$ cat src/rtl/mc_control_fsm_pkg.sv
`default_nettype none
// ============================================================================
// Module      : mc_ctrl_pkg
// Description : Shared definitions for the multicycle CPU control unit.
//               Holds the state encodings, opcode and ALUOp constants, the
//               ALUSrcB/PCSource select codes, an opcode classifier and the
//               per-state control-word decode.
// Revision    : 1.0 - initial release
// ============================================================================
package mc_ctrl_pkg;

    localparam int c_opcode_w = 6;
    localparam int c_aluop_w  = 4;

    // Controller states. The numbers are visible on state_dbg.
    typedef enum logic [3:0] {
        ST_FETCH    = 4'd0,
        ST_DECODE   = 4'd1,
        ST_EXEC_R   = 4'd2,
        ST_EXEC_I   = 4'd3,
        ST_WB_ALU   = 4'd4,
        ST_MEM_ADDR = 4'd5,
        ST_MEM_RD   = 4'd6,
        ST_WB_MEM   = 4'd7,
        ST_MEM_WR   = 4'd8,
        ST_BRANCH   = 4'd9,
        ST_JUMP     = 4'd10,
        ST_HALT     = 4'd11
    } state_t;

    // Opcodes (IR[31:26])
    localparam logic [c_opcode_w-1:0] c_op_nop  = 6'h00;
    localparam logic [c_opcode_w-1:0] c_op_add  = 6'h01;
    localparam logic [c_opcode_w-1:0] c_op_sub  = 6'h02;
    localparam logic [c_opcode_w-1:0] c_op_and  = 6'h03;
    localparam logic [c_opcode_w-1:0] c_op_or   = 6'h04;
    localparam logic [c_opcode_w-1:0] c_op_xor  = 6'h05;
    localparam logic [c_opcode_w-1:0] c_op_slt  = 6'h06;
    localparam logic [c_opcode_w-1:0] c_op_addi = 6'h11;
    localparam logic [c_opcode_w-1:0] c_op_subi = 6'h12;
    localparam logic [c_opcode_w-1:0] c_op_andi = 6'h13;
    localparam logic [c_opcode_w-1:0] c_op_ori  = 6'h14;
    localparam logic [c_opcode_w-1:0] c_op_xori = 6'h15;
    localparam logic [c_opcode_w-1:0] c_op_lw   = 6'h20;
    localparam logic [c_opcode_w-1:0] c_op_sw   = 6'h21;
    localparam logic [c_opcode_w-1:0] c_op_beq  = 6'h30;
    localparam logic [c_opcode_w-1:0] c_op_bne  = 6'h31;
    localparam logic [c_opcode_w-1:0] c_op_j    = 6'h38;
    localparam logic [c_opcode_w-1:0] c_op_halt = 6'h3F;

    // ALU operations
    localparam logic [c_aluop_w-1:0] c_alu_add = 4'b0000;
    localparam logic [c_aluop_w-1:0] c_alu_sub = 4'b0001;
    localparam logic [c_aluop_w-1:0] c_alu_and = 4'b0010;
    localparam logic [c_aluop_w-1:0] c_alu_or  = 4'b0011;
    localparam logic [c_aluop_w-1:0] c_alu_xor = 4'b0100;
    localparam logic [c_aluop_w-1:0] c_alu_slt = 4'b0101;

    // ALUSrcB selects
    localparam logic [1:0] c_srcb_b    = 2'b00;
    localparam logic [1:0] c_srcb_one  = 2'b01;
    localparam logic [1:0] c_srcb_sext = 2'b10;
    localparam logic [1:0] c_srcb_zext = 2'b11;

    // PCSource selects
    localparam logic [1:0] c_pcsrc_alu    = 2'b00;
    localparam logic [1:0] c_pcsrc_aluout = 2'b01;
    localparam logic [1:0] c_pcsrc_jump   = 2'b10;

    typedef enum logic [2:0] {
        CLS_NOP  = 3'd0,
        CLS_R    = 3'd1,
        CLS_I    = 3'd2,
        CLS_MEM  = 3'd3,
        CLS_BR   = 3'd4,
        CLS_J    = 3'd5,
        CLS_HALT = 3'd6,
        CLS_ILL  = 3'd7
    } op_class_t;

    // Registered control word. br_eq/br_ne let the top qualify PCWrite
    // with the live zero flag while in BRANCH.
    typedef struct packed {
        logic                 pc_write;
        logic                 pc_write_cond;
        logic                 br_eq;
        logic                 br_ne;
        logic                 iord;
        logic                 mem_read;
        logic                 mem_write;
        logic                 ir_write;
        logic                 mem_to_reg;
        logic                 reg_write;
        logic                 alu_src_a;
        logic [1:0]           pc_source;
        logic [1:0]           alu_src_b;
        logic [c_aluop_w-1:0] alu_op;
        logic                 halted;
        logic                 instr_done;
    } ctrl_t;

    function automatic op_class_t op_class(input logic [c_opcode_w-1:0] op);
        op_class_t cls;
        case (op)
            c_op_nop:                                  cls = CLS_NOP;
            c_op_add, c_op_sub, c_op_and,
            c_op_or,  c_op_xor, c_op_slt:              cls = CLS_R;
            c_op_addi, c_op_subi, c_op_andi,
            c_op_ori,  c_op_xori:                      cls = CLS_I;
            c_op_lw, c_op_sw:                          cls = CLS_MEM;
            c_op_beq, c_op_bne:                        cls = CLS_BR;
            c_op_j:                                    cls = CLS_J;
            c_op_halt:                                 cls = CLS_HALT;
            default:                                   cls = CLS_ILL;
        endcase
        return cls;
    endfunction

    // Control word for a state, given the ALU decode of the held opcode.
    function automatic ctrl_t ctrl_decode(input state_t               s,
                                          input logic [c_aluop_w-1:0] alu_op,
                                          input logic                 zext,
                                          input logic                 is_beq);
        ctrl_t c;
        c = '0;
        case (s)
            ST_FETCH: begin
                c.mem_read  = 1'b1;
                c.ir_write  = 1'b1;
                c.alu_src_b = c_srcb_one;
                c.alu_op    = c_alu_add;
                c.pc_source = c_pcsrc_alu;
                c.pc_write  = 1'b1;
            end
            ST_DECODE: begin
                c.alu_src_b = c_srcb_sext;
                c.alu_op    = c_alu_add;
            end
            ST_EXEC_R: begin
                c.alu_src_a = 1'b1;
                c.alu_src_b = c_srcb_b;
                c.alu_op    = alu_op;
            end
            ST_EXEC_I: begin
                c.alu_src_a = 1'b1;
                c.alu_src_b = zext ? c_srcb_zext : c_srcb_sext;
                c.alu_op    = alu_op;
            end
            ST_WB_ALU: begin
                c.reg_write  = 1'b1;
                c.instr_done = 1'b1;
            end
            ST_MEM_ADDR: begin
                c.alu_src_a = 1'b1;
                c.alu_src_b = c_srcb_sext;
                c.alu_op    = c_alu_add;
            end
            ST_MEM_RD: begin
                c.iord     = 1'b1;
                c.mem_read = 1'b1;
            end
            ST_WB_MEM: begin
                c.reg_write  = 1'b1;
                c.mem_to_reg = 1'b1;
                c.instr_done = 1'b1;
            end
            ST_MEM_WR: begin
                c.iord       = 1'b1;
                c.mem_write  = 1'b1;
                c.instr_done = 1'b1;
            end
            ST_BRANCH: begin
                c.alu_src_a     = 1'b1;
                c.alu_src_b     = c_srcb_b;
                c.alu_op        = c_alu_sub;
                c.pc_source     = c_pcsrc_aluout;
                c.pc_write_cond = 1'b1;
                c.instr_done    = 1'b1;
                c.br_eq         = is_beq;
                c.br_ne         = ~is_beq;
            end
            ST_JUMP: begin
                c.pc_source  = c_pcsrc_jump;
                c.pc_write   = 1'b1;
                c.instr_done = 1'b1;
            end
            ST_HALT: begin
                c.halted = 1'b1;
            end
            default: begin
                c = '0;
            end
        endcase
        return c;
    endfunction

endpackage
`default_nettype wire

$ cat src/rtl/mc_control_fsm_if.sv
`default_nettype none
// ============================================================================
// Module      : mc_control_fsm_if
// Description : Control interface between the multicycle controller and the
//               datapath. master = controller (drives strobes, reads opcode
//               and zero); slave = datapath.
//               Signals: opcode, zero (datapath -> controller); PCWrite,
//               PCWriteCond, IorD, MemRead, MemWrite, IRWrite, MemtoReg,
//               RegWrite, RegDst, ALUSrcA, PCSource, ALUSrcB, ALUOp, halted,
//               illegal, instr_done, state_dbg (controller -> datapath).
// Revision    : 1.0 - initial release
// ============================================================================
interface mc_control_fsm_if #(
    parameter int OPCODE_W = 6,
    parameter int ALUOP_W  = 4
) ();
    logic [OPCODE_W-1:0] opcode;
    logic                zero;
    logic                PCWrite;
    logic                PCWriteCond;
    logic                IorD;
    logic                MemRead;
    logic                MemWrite;
    logic                IRWrite;
    logic                MemtoReg;
    logic                RegWrite;
    logic                RegDst;
    logic                ALUSrcA;
    logic [1:0]          PCSource;
    logic [1:0]          ALUSrcB;
    logic [ALUOP_W-1:0]  ALUOp;
    logic                halted;
    logic                illegal;
    logic                instr_done;
    logic [3:0]          state_dbg;

    modport master (
        input  opcode, zero,
        output PCWrite, PCWriteCond, IorD, MemRead, MemWrite, IRWrite,
               MemtoReg, RegWrite, RegDst, ALUSrcA, PCSource, ALUSrcB,
               ALUOp, halted, illegal, instr_done, state_dbg
    );

    modport slave (
        output opcode, zero,
        input  PCWrite, PCWriteCond, IorD, MemRead, MemWrite, IRWrite,
               MemtoReg, RegWrite, RegDst, ALUSrcA, PCSource, ALUSrcB,
               ALUOp, halted, illegal, instr_done, state_dbg
    );
endinterface
`default_nettype wire

$ cat src/rtl/mc_alu_decode.sv
`default_nettype none
// ============================================================================
// Module      : mc_alu_decode
// Description : Combinational opcode -> ALUOp and immediate-extend select.
//               Ports: i_opcode (held opcode), o_alu_op (ALU operation),
//               o_zext (1: zero-extended immediate, 0: sign-extended).
// Revision    : 1.0 - initial release
// ============================================================================
module mc_alu_decode
    import mc_ctrl_pkg::*;
(
    input  wire logic [c_opcode_w-1:0] i_opcode,
    output logic      [c_aluop_w-1:0]  o_alu_op,
    output logic                       o_zext
);

    always_comb begin
        o_alu_op = c_alu_add;
        o_zext   = 1'b0;
        case (i_opcode)
            c_op_add, c_op_addi: o_alu_op = c_alu_add;
            c_op_sub, c_op_subi: o_alu_op = c_alu_sub;
            c_op_and:            o_alu_op = c_alu_and;
            c_op_or:             o_alu_op = c_alu_or;
            c_op_xor:            o_alu_op = c_alu_xor;
            c_op_slt:            o_alu_op = c_alu_slt;
            // Logical immediates use zero extension
            c_op_andi: begin o_alu_op = c_alu_and; o_zext = 1'b1; end
            c_op_ori:  begin o_alu_op = c_alu_or;  o_zext = 1'b1; end
            c_op_xori: begin o_alu_op = c_alu_xor; o_zext = 1'b1; end
            default:             o_alu_op = c_alu_add;
        endcase
    end

endmodule
`default_nettype wire

$ cat src/rtl/mc_control_fsm.sv
`default_nettype none
// ============================================================================
// Module      : mc_control_fsm
// Description : Multicycle CPU control unit. Sequences fetch, decode,
//               execute, memory and writeback, one state per clock.
//               Ports: clk, reset (async, active-low), ctrl (master side of
//               mc_control_fsm_if: opcode/zero in, datapath strobes out).
// Revision    : 1.0 - initial release
// ============================================================================
module mc_control_fsm
    import mc_ctrl_pkg::*;
#(
    parameter int OPCODE_W        = 6,
    parameter int ALUOP_W         = 4,
    parameter bit HALT_ON_ILLEGAL = 1'b1
) (
    input  wire logic        clk,
    input  wire logic        reset,
    mc_control_fsm_if.master ctrl
);

    state_t              r_state;
    state_t              w_state_nxt;
    logic [OPCODE_W-1:0] r_opcode_q;
    logic [OPCODE_W-1:0] w_opcode_q_nxt;
    logic                r_illegal;
    logic                w_illegal_nxt;
    ctrl_t               r_ctrl;
    ctrl_t               w_ctrl_nxt;
    op_class_t           w_live_cls;
    logic [ALUOP_W-1:0]  w_alu_op;
    logic                w_zext;
    logic                w_in_decode;
    logic                w_decode_done;

    assign w_live_cls  = op_class(ctrl.opcode);
    assign w_in_decode = (r_state == ST_DECODE);

    // An instruction that finishes in DECODE (NOP, or an illegal opcode
    // treated as NOP) is only known once the live opcode is seen.
    assign w_decode_done = (w_live_cls == CLS_NOP) ||
                           ((w_live_cls == CLS_ILL) && !HALT_ON_ILLEGAL);

    // The ALU decode looks at the opcode that will be held next cycle so
    // the control word can be registered one cycle ahead.
    mc_alu_decode u_alu_decode (
        .i_opcode (w_opcode_q_nxt),
        .o_alu_op (w_alu_op),
        .o_zext   (w_zext)
    );

    always_comb begin
        w_state_nxt    = r_state;
        w_opcode_q_nxt = r_opcode_q;
        w_illegal_nxt  = r_illegal;
        case (r_state)
            ST_FETCH:    w_state_nxt = ST_DECODE;
            ST_DECODE: begin
                w_opcode_q_nxt = ctrl.opcode;
                case (w_live_cls)
                    CLS_R:    w_state_nxt = ST_EXEC_R;
                    CLS_I:    w_state_nxt = ST_EXEC_I;
                    CLS_MEM:  w_state_nxt = ST_MEM_ADDR;
                    CLS_BR:   w_state_nxt = ST_BRANCH;
                    CLS_J:    w_state_nxt = ST_JUMP;
                    CLS_HALT: w_state_nxt = ST_HALT;
                    CLS_ILL: begin
                        if (HALT_ON_ILLEGAL) begin
                            w_state_nxt   = ST_HALT;
                            w_illegal_nxt = 1'b1;
                        end else begin
                            w_state_nxt = ST_FETCH;
                        end
                    end
                    default:  w_state_nxt = ST_FETCH;
                endcase
            end
            ST_EXEC_R,
            ST_EXEC_I:   w_state_nxt = ST_WB_ALU;
            ST_MEM_ADDR: w_state_nxt = (r_opcode_q == c_op_lw) ? ST_MEM_RD : ST_MEM_WR;
            ST_MEM_RD:   w_state_nxt = ST_WB_MEM;
            ST_HALT:     w_state_nxt = ST_HALT;
            default:     w_state_nxt = ST_FETCH;
        endcase
    end

    always_comb begin
        w_ctrl_nxt = ctrl_decode(w_state_nxt, w_alu_op, w_zext,
                                 (w_opcode_q_nxt == c_op_beq));
    end

    // State, held opcode, sticky illegal flag and the look-ahead control
    // word. Out of reset the control word already holds the FETCH pattern.
    always_ff @(posedge clk or negedge reset) begin
        if (!reset) begin
            r_state    <= ST_FETCH;
            r_opcode_q <= '0;
            r_illegal  <= 1'b0;
            r_ctrl     <= ctrl_decode(ST_FETCH, c_alu_add, 1'b0, 1'b0);
        end else begin
            r_state    <= w_state_nxt;
            r_opcode_q <= w_opcode_q_nxt;
            r_illegal  <= w_illegal_nxt;
            r_ctrl     <= w_ctrl_nxt;
        end
    end

    // Outputs are gated by reset so nothing can strobe while it is held low.
    assign ctrl.PCWrite     = reset & (r_ctrl.pc_write |
                                       (r_ctrl.br_eq & ctrl.zero) |
                                       (r_ctrl.br_ne & ~ctrl.zero));
    assign ctrl.PCWriteCond = reset & r_ctrl.pc_write_cond;
    assign ctrl.IorD        = reset & r_ctrl.iord;
    assign ctrl.MemRead     = reset & r_ctrl.mem_read;
    assign ctrl.MemWrite    = reset & r_ctrl.mem_write;
    assign ctrl.IRWrite     = reset & r_ctrl.ir_write;
    assign ctrl.MemtoReg    = reset & r_ctrl.mem_to_reg;
    assign ctrl.RegWrite    = reset & r_ctrl.reg_write;
    assign ctrl.RegDst      = 1'b0;
    assign ctrl.ALUSrcA     = reset & r_ctrl.alu_src_a;
    assign ctrl.PCSource    = reset ? r_ctrl.pc_source : 2'b00;
    assign ctrl.ALUSrcB     = reset ? r_ctrl.alu_src_b : 2'b00;
    assign ctrl.ALUOp       = reset ? r_ctrl.alu_op : '0;
    assign ctrl.halted      = reset & r_ctrl.halted;
    assign ctrl.illegal     = reset & r_illegal;
    assign ctrl.instr_done  = reset & (r_ctrl.instr_done | (w_in_decode & w_decode_done));
    assign ctrl.state_dbg   = r_state;

endmodule
`default_nettype wire

$ cat src/flat_wrapper.sv
// flat-port wrapper written by rule: the top's interface ports become plain ports
module mc_control_fsm_flat import mc_ctrl_pkg::*;
#(
    parameter int OPCODE_W        = 6,
    parameter int ALUOP_W         = 4,
    parameter bit HALT_ON_ILLEGAL = 1'b1
)
  (clk, reset, ctrl_opcode, ctrl_zero, ctrl_PCWrite, ctrl_PCWriteCond, ctrl_IorD, ctrl_MemRead, ctrl_MemWrite, ctrl_IRWrite, ctrl_MemtoReg, ctrl_RegWrite, ctrl_RegDst, ctrl_ALUSrcA, ctrl_PCSource, ctrl_ALUSrcB, ctrl_ALUOp, ctrl_halted, ctrl_illegal, ctrl_instr_done, ctrl_state_dbg);
  mc_control_fsm_if #(.OPCODE_W(OPCODE_W), .ALUOP_W(ALUOP_W)) ctrl_i ();
  input  wire logic clk;
  input  wire logic reset;
  input wire logic [$bits(ctrl_i.opcode)-1:0] ctrl_opcode;
  input wire logic [$bits(ctrl_i.zero)-1:0] ctrl_zero;
  output wire logic [$bits(ctrl_i.PCWrite)-1:0] ctrl_PCWrite;
  output wire logic [$bits(ctrl_i.PCWriteCond)-1:0] ctrl_PCWriteCond;
  output wire logic [$bits(ctrl_i.IorD)-1:0] ctrl_IorD;
  output wire logic [$bits(ctrl_i.MemRead)-1:0] ctrl_MemRead;
  output wire logic [$bits(ctrl_i.MemWrite)-1:0] ctrl_MemWrite;
  output wire logic [$bits(ctrl_i.IRWrite)-1:0] ctrl_IRWrite;
  output wire logic [$bits(ctrl_i.MemtoReg)-1:0] ctrl_MemtoReg;
  output wire logic [$bits(ctrl_i.RegWrite)-1:0] ctrl_RegWrite;
  output wire logic [$bits(ctrl_i.RegDst)-1:0] ctrl_RegDst;
  output wire logic [$bits(ctrl_i.ALUSrcA)-1:0] ctrl_ALUSrcA;
  output wire logic [$bits(ctrl_i.PCSource)-1:0] ctrl_PCSource;
  output wire logic [$bits(ctrl_i.ALUSrcB)-1:0] ctrl_ALUSrcB;
  output wire logic [$bits(ctrl_i.ALUOp)-1:0] ctrl_ALUOp;
  output wire logic [$bits(ctrl_i.halted)-1:0] ctrl_halted;
  output wire logic [$bits(ctrl_i.illegal)-1:0] ctrl_illegal;
  output wire logic [$bits(ctrl_i.instr_done)-1:0] ctrl_instr_done;
  output wire logic [$bits(ctrl_i.state_dbg)-1:0] ctrl_state_dbg;
  assign ctrl_i.opcode = ctrl_opcode;
  assign ctrl_i.zero = ctrl_zero;
  assign ctrl_PCWrite = ctrl_i.PCWrite;
  assign ctrl_PCWriteCond = ctrl_i.PCWriteCond;
  assign ctrl_IorD = ctrl_i.IorD;
  assign ctrl_MemRead = ctrl_i.MemRead;
  assign ctrl_MemWrite = ctrl_i.MemWrite;
  assign ctrl_IRWrite = ctrl_i.IRWrite;
  assign ctrl_MemtoReg = ctrl_i.MemtoReg;
  assign ctrl_RegWrite = ctrl_i.RegWrite;
  assign ctrl_RegDst = ctrl_i.RegDst;
  assign ctrl_ALUSrcA = ctrl_i.ALUSrcA;
  assign ctrl_PCSource = ctrl_i.PCSource;
  assign ctrl_ALUSrcB = ctrl_i.ALUSrcB;
  assign ctrl_ALUOp = ctrl_i.ALUOp;
  assign ctrl_halted = ctrl_i.halted;
  assign ctrl_illegal = ctrl_i.illegal;
  assign ctrl_instr_done = ctrl_i.instr_done;
  assign ctrl_state_dbg = ctrl_i.state_dbg;
  mc_control_fsm #(.OPCODE_W(OPCODE_W), .ALUOP_W(ALUOP_W), .HALT_ON_ILLEGAL(HALT_ON_ILLEGAL)) u_core (.clk(clk), .reset(reset), .ctrl(ctrl_i));
endmodule
$ cat config.mk
export PLATFORM = sky130hd
export DESIGN_NAME = mc_control_fsm_flat
export DESIGN_NICKNAME = d
export VERILOG_FILES = /design/src/rtl/mc_control_fsm_pkg.sv /design/src/rtl/mc_control_fsm_if.sv /design/src/rtl/mc_alu_decode.sv /design/src/rtl/mc_control_fsm.sv /design/src/flat_wrapper.sv
export SDC_FILE = /design/constraint.sdc
export NUM_CORES = 1
export LEC_CHECK = 0
export ABC_AREA = 0
export CORE_UTILIZATION = 49
export CTS_CLUSTER_SIZE = 8
export DETAILED_ROUTE_END_ITERATION = 10
export GPL_TIMING_DRIVEN = 0
export MAX_ROUTING_LAYER = met4
export PLACE_DENSITY = 0.76
export SYNTH_ARGS = -nofsm -noshare
export SYNTH_HDL_FRONTEND = slang
export SYNTH_SLANG_ARGS = --single-unit
$ cat constraint.sdc
create_clock -name clk -period 4.89 [get_ports clk]
set_input_delay 0.978 -clock clk [delete_from_list [all_inputs] [get_ports clk]]
set_output_delay 0.978 -clock clk [all_outputs]
set_load 0.01 [all_outputs]
==> results of run 1 <==
kinds of logic after synthesis:
group / count (synthesis)
compound gates: 40
xor+xnor: 1
buf+inv: 23
flops: 31
mux: 7
other cells: 1
simple gates: 80
flip-flops by register name, summed over array words and instances, names as in the netlist:
register / count
u_core.ctrl.state_dbg: 4
u_core.r_opcode_q: 6
u_core.r_ctrl: 20
u_core.r_illegal: 1
cell usage in the layout (no fill, tap or decap), drive strengths merged, types with 2 or more instances in the layout:
| cell | n |
|---|---|
| buf | 7 |
| dfrtp | 27 |
| nor4 | 2 |
| o22ai | 2 |
| mux2 | 5 |
| clkdlybuf4s50 | 30 |
| dfstp | 4 |
| nor3 | 5 |
| or4b | 2 |
| nor2b | 2 |
| nand4 | 3 |
| nand2b | 5 |
| clkbuf | 15 |
| a21oi | 5 |
| mux2i | 2 |
| nand2 | 8 |
| nand3b | 5 |
| o21a | 3 |
| a31oi | 3 |
| nor2 | 11 |
| o21ai | 11 |
| and2 | 19 |
| nor3b | 5 |
| inv | 8 |
| a211oi | 2 |
| a21boi | 2 |
| conb | 2 |
| or3 | 2 |
| a31o | 3 |
| nand3 | 5 |
critical path: stages:
cell and delay, ns:
clkdlybuf4s50_1 0.46, clkbuf_1 0.24, nor2_1 0.23, nand3_1 0.10
nor3_1 0.18, o21a_1 0.15, clkdlybuf4s50_1 0.53
routing by layer:
| metal | up-vias | wire length [um] | global-route usage |
|---|---|---|---|
| met5 | - | 0 | - |
| met4 | 0 | 86 | 0.137 |
| met3 | 9 | 158 | 0.0651 |
| met2 | 43 | 1890 | 0.368 |
| met1 | 727 | 1720 | 0.284 |
| li1 | 728 | - | - |
power groups by stage:
stage	Clock, mW	Combinational (mW)	Sequential [mW]
floorplan	0	0.440	0.396
global placement	0	0.619	0.395
detailed placement	0	0.637	0.400
CTS	0.215	0.639	0.395
global route	0.226	0.700	0.406
finish	0.212	0.640	0.395
path summary, 6_finish.rpt:
check / start / cells after the start / to / slack, ns
worst min register to register: u_core.r_illegal / 1 / u_core.r_illegal / 0.47
min in group asynchronous: reset / 1 / u_core.r_ctrl[12] / 0.68
max in group asynchronous: reset / 1 / u_core.r_illegal / 3.70
worst max-delay path: ctrl_opcode[2] / 7 / ctrl_instr_done / 1.06
worst max register to register: u_core.ctrl.state_dbg[2] / 5 / u_core.r_ctrl[3] / 2.30
worst min-delay path: u_core.r_illegal / 1 / u_core.r_illegal / 0.47
final cells by class:
| cell class | count | area share |
|---|---|---|
| clock buffers | 6 | 0.0235 |
| multi-input cells | 130 | 0.392 |
| repair buffers | 31 | 0.140 |
| well taps | 46 | 0.0263 |
| inverters | 8 | 0.0137 |
| flip-flops and latches | 31 | 0.357 |
| clock inverters | 2 | 0.0160 |
| plain buffers | 15 | 0.0315 |
==> reports/qor.yml, run 1 <==
start_util: 0.515
wl_um: 3860
grt_pass1_wl_um: 6200
tns_ns: 0
grt_antenna_before_repair: 0
ioPinCount: 34
synth_ff_type: "dfrtp_1"
maxClockFrequency_ghz: 0.261
yosysTopAreaCell: "dfrtp_1"
ys_types: 48
synthAdderAreaFrac: 0
synth_edf_count: 0
track_usage: 0.240
vias: 1507
cts_hold_buf: 0
power.switching_uw: 488
place_ws_ns: 1.05
area_growth_pct: 26.1
fin_skew_ns: 0.0219
synthCells: 183
stdcell_area_sq_um: 2190
fin_crit_sh: 0.784
final_util: 0.650
setup_ws_ns: 1.06
cts_max_path_buffers: 2
synth_area_sq_um: 1730
worstSetupPathType: "in2out"
ant_nets: 0
h-tree-depth: 2
crit_arrival_ns: 2.85
grt_max_degree: 42
synth-async-reset-ratio: 1.00
min_period_ns: 3.83
final_cells: 269
seqPwrFrac: 0.317
total_power_mw: 1.25
synth_top_family_by_area: "simple AND/OR/NAND/NOR gates"
io_buffers: 31
finalSetupViolCount: 0
p_leak_nw: 0.910
ys_top_cells_by_area: "dfrtp_1 39%, and2_1 6.9%, dfstp_2 6.1%, mux2_2 3.2%, o21ai_0 3.2%"
ys_ff_latch: 31
place_area_sq_um: 2100
multi_input_area_sq_um: 857
register_area_sq_um: 781
fin_hold_ws_ns: 0.468
switching_share: 0.391
p_per_area_nw_per_um2: 571
cts_tree: "done"
core_area_sq_um: 3360
synth-xor-area-share: 0.00505
cts_setup_buffers: 0
critPathMaxFanout: 10
clock_latency_ns: 0.34
drtPass1Iterations: 4
cts-root-buf: "clkbuf_4"
syn-mean-instance-area_sq_um: 9.47
routabilityCongestion: 0.904
hp-class: "reg2reg"
maxCapViolations: 0
tightest_slew_ns: 0.745
num_rows: 21
clk_pin_slew_ns: 0.08
vdd_drop_max_v: 0.000338
drv_slew: 0
synth.cells.most_frequent: "27 x dfrtp_1, 19 x and2_1, 11 x nor2_1, 11 x o21ai_0, 9 x clkbuf_1"
outcome: "complete, no violations"
synthSimpleGateAreaFrac: 0.284
grt-ovfl-total: 0
synth_compound_area_frac: 0.157
synth.most_common_cell: "dfrtp_1"
wl_per_cell_um: 14.3
relSlewSlack: 0.503
hold_viol_final: 0
dp_hpwl_um: 2790
die_area_sq_um: 3780
worstSetupStartpointType: "input port"
clockPowerShare: 0.170
dp_cells: 261
ys_seq_area_frac: 0.451
drc: 0
p_comb_frac: 0.513
cts_buffers: 5
via_per_inst: 5.60
rsz0062_at_grt: "false"
die_w_um: 61.5
ys_warn_count: 0
drive_gt1_frac: 0.143
drt_iter0_drc: 82
end_kind: "output port"
n_antenna_cell: 0
cp.required_ns: 3.91
synth.area.mux_share: 0.0440
fill_cells: 319
nNetsFinal: 231
yosys.area.top_type_share: 0.390
post_cts_resized: 0
dieHeight_um: 61.5
grt_pass1_vias: 1315
p_int_uw: 759
clkSinkCount: 31
Power figures use the tool's default switching activity.
==> inputs of run 2 (changes only) <==
clock period = 3.6 ns   (was 4.89 ns; I/O delays follow)
==> run 2 against run 1 <==
Worst hold slack worse by 0.046 ns; non-clock buffer count stayed put; critical path depth stayed put; register-to-register slack worse by 1.3 ns; combinational power is 36% higher; flip-flop and latch count stayed put; power is 37% higher; sequential power is 39% higher; sequential share of layout area is 0.10 points lower; wire length is 2.3% higher.
==> reports/qor.yml, run 2 (same netlist as run 1, synthesis figures left out) <==
outcome: "complete, no violations"
rsz0062_at_grt: "false"
r2r-start: "u_core.r_opcode_q[3]"
core_area_sq_um: 3360
tightest_slew_ns: 0.750
cts_buffers: 5
hold_viol_final: 0
grt_max_degree: 42
wl_um: 3950
maxClockFrequency_ghz: 0.300
p_per_area_nw_per_um2: 780
critPathMaxFanout: 10
io_buffers: 31
worstSetupStartpointType: "flip-flop"
drive_gt1_frac: 0.148
cts-root-buf: "clkbuf_4"
largest-register: "u_core.r_ctrl"
place_ws_ns: 0.277
h-tree-depth: 2
cts_hold_buf: 0
vias: 1508
place_area_sq_um: 2100
vdd_drop_max_v: 0.000495
clock_latency_ns: 0.35
relSlewSlack: 0.500
maxCapViolations: 0
hp-class: "in2async"
wl_per_cell_um: 14.7
cts_tree: "done"
cts_max_path_buffers: 2
seqPwrFrac: 0.322
dieHeight_um: 61.5
final_util: 0.652
finalSetupViolCount: 0
final_cell_mix: "30 x clkdlybuf4s50_1, 27 x dfrtp_1, 19 x and2_1"
fill_cells: 318
fin_skew_ns: 0.0251
ioPinCount: 34
clk_pin_slew_ns: 0.11
track_usage: 0.240
clockPowerShare: 0.169
grt_pass1_wl_um: 6200
clkSinkCount: 31
drv_slew: 0
stdcell_area_sq_um: 2190
dp_hpwl_um: 2790
power.switching_uw: 669
largest_reg_flops: 20
switching_share: 0.391
layout_commonest_cell: "clkdlybuf4s50_1"
grt_pass1_vias: 1315
fin_crit_sh: 0.927
die_w_um: 61.5
end_kind: "output port"
via_per_inst: 5.61
ant_nets: 0
drtPass1Iterations: 4
drt_iter0_drc: 84
p_int_mw: 1.04
dp_cells: 261
die_area_sq_um: 3780
grt_antenna_before_repair: 0
crit_arrival_ns: 2.62
drc: 0
num_rows: 21
cp.required_ns: 2.88
final_cells: 269
area_growth_pct: 26.5
worstSetupPathType: "reg2out"
critPathLaunch: "u_core.ctrl.state_dbg[1]"
min_period_ns: 3.34
grt-ovfl-total: 0
p_leak_nw: 0.914
nNetsFinal: 231
start_util: 0.515
routabilityCongestion: 0.904
n_antenna_cell: 0
setup_ws_ns: 0.262
p_comb_frac: 0.509
## run 2: changes by cell type in the layout (fill, tap and decap cells not counted)
| cell | previous run | this run |
|---|---|---|
| buf_2 | 5 | 4 |
| buf_4 | 2 | 4 |
| clkbuf_1 | 9 | 8 |
## run 2: path summary, 6_finish.rpt
kind | end | slack (ns) | cells after the start
max in group asynchronous | u_core.r_illegal | 2.67 | 1
min in group clk | u_core.r_illegal | 0.47 | 1
worst max-delay path | ctrl_instr_done | 0.26 | 7
worst min register to register | u_core.r_illegal | 0.47 | 1
worst min-delay path | u_core.r_ctrl[12] | 0.42 | 1
worst max register to register | u_core.r_ctrl[3] | 1.00 | 5
## run 2: timing repair
item,CTS,global route
endpoints found under the setup margin,0,1
buffers inserted,0,1
gates resized for setup,0,2
## run 2: final cells by class
class	instances	area (sq um)	area share
multi-input combinational	130	857	0.391
clock inverter	2	35.0	0.0160
buffer	14	67.6	0.0308
tap	46	57.6	0.0263
inverter	8	30.0	0.0137
clock buffer	6	51.3	0.0234
timing repair buffer	32	313	0.143
sequential	31	781	0.356
## run 2: routing by layer
layer / track usage / vias to the layer above / routed length [um] / share of wire
met1: 0.284 / 731 / 1770 / 0.45
met4: 0.137 / 0 / 110 / 0.028
met5: - / - / 0 / 0
li1: - / 726 / - / -
met2: 0.368 / 40 / 1910 / 0.48
met3: 0.0651 / 11 / 154 / 0.039
## run 2: stage by stage
step | TNS (ns) | hold WS (ns) | total power, mW
floorplan | 0 | 0.424 | 1.14
detailed placement | 0 | 0.453 | 1.41
CTS | 0 | 0.449 | 1.70
global placement | -6.69 | 0.445 | 1.38
finish | 0 | 0.422 | 1.71
global route | 0 | 0.474 | 1.82
## run 2: worst max-delay path, stage by stage, from the launching register on
cell             delay (ns)
dfrtp_1                0.38
buf_2                  0.18
nor4b_4                0.50
buf_4                  0.26
nand3_1                0.09
nor3_1                 0.18
o21a_1                 0.15
clkdlybuf4s50_1        0.53
## run 2: power groups by stage
stage	Combinational (mW)	Sequential (mW)	Clock, mW
after floorplan	0.597	0.538	0
after global placement	0.841	0.537	0
after detailed placement	0.865	0.544	0
after CTS	0.869	0.537	0.292
after global routing	0.947	0.567	0.306
final	0.870	0.551	0.289
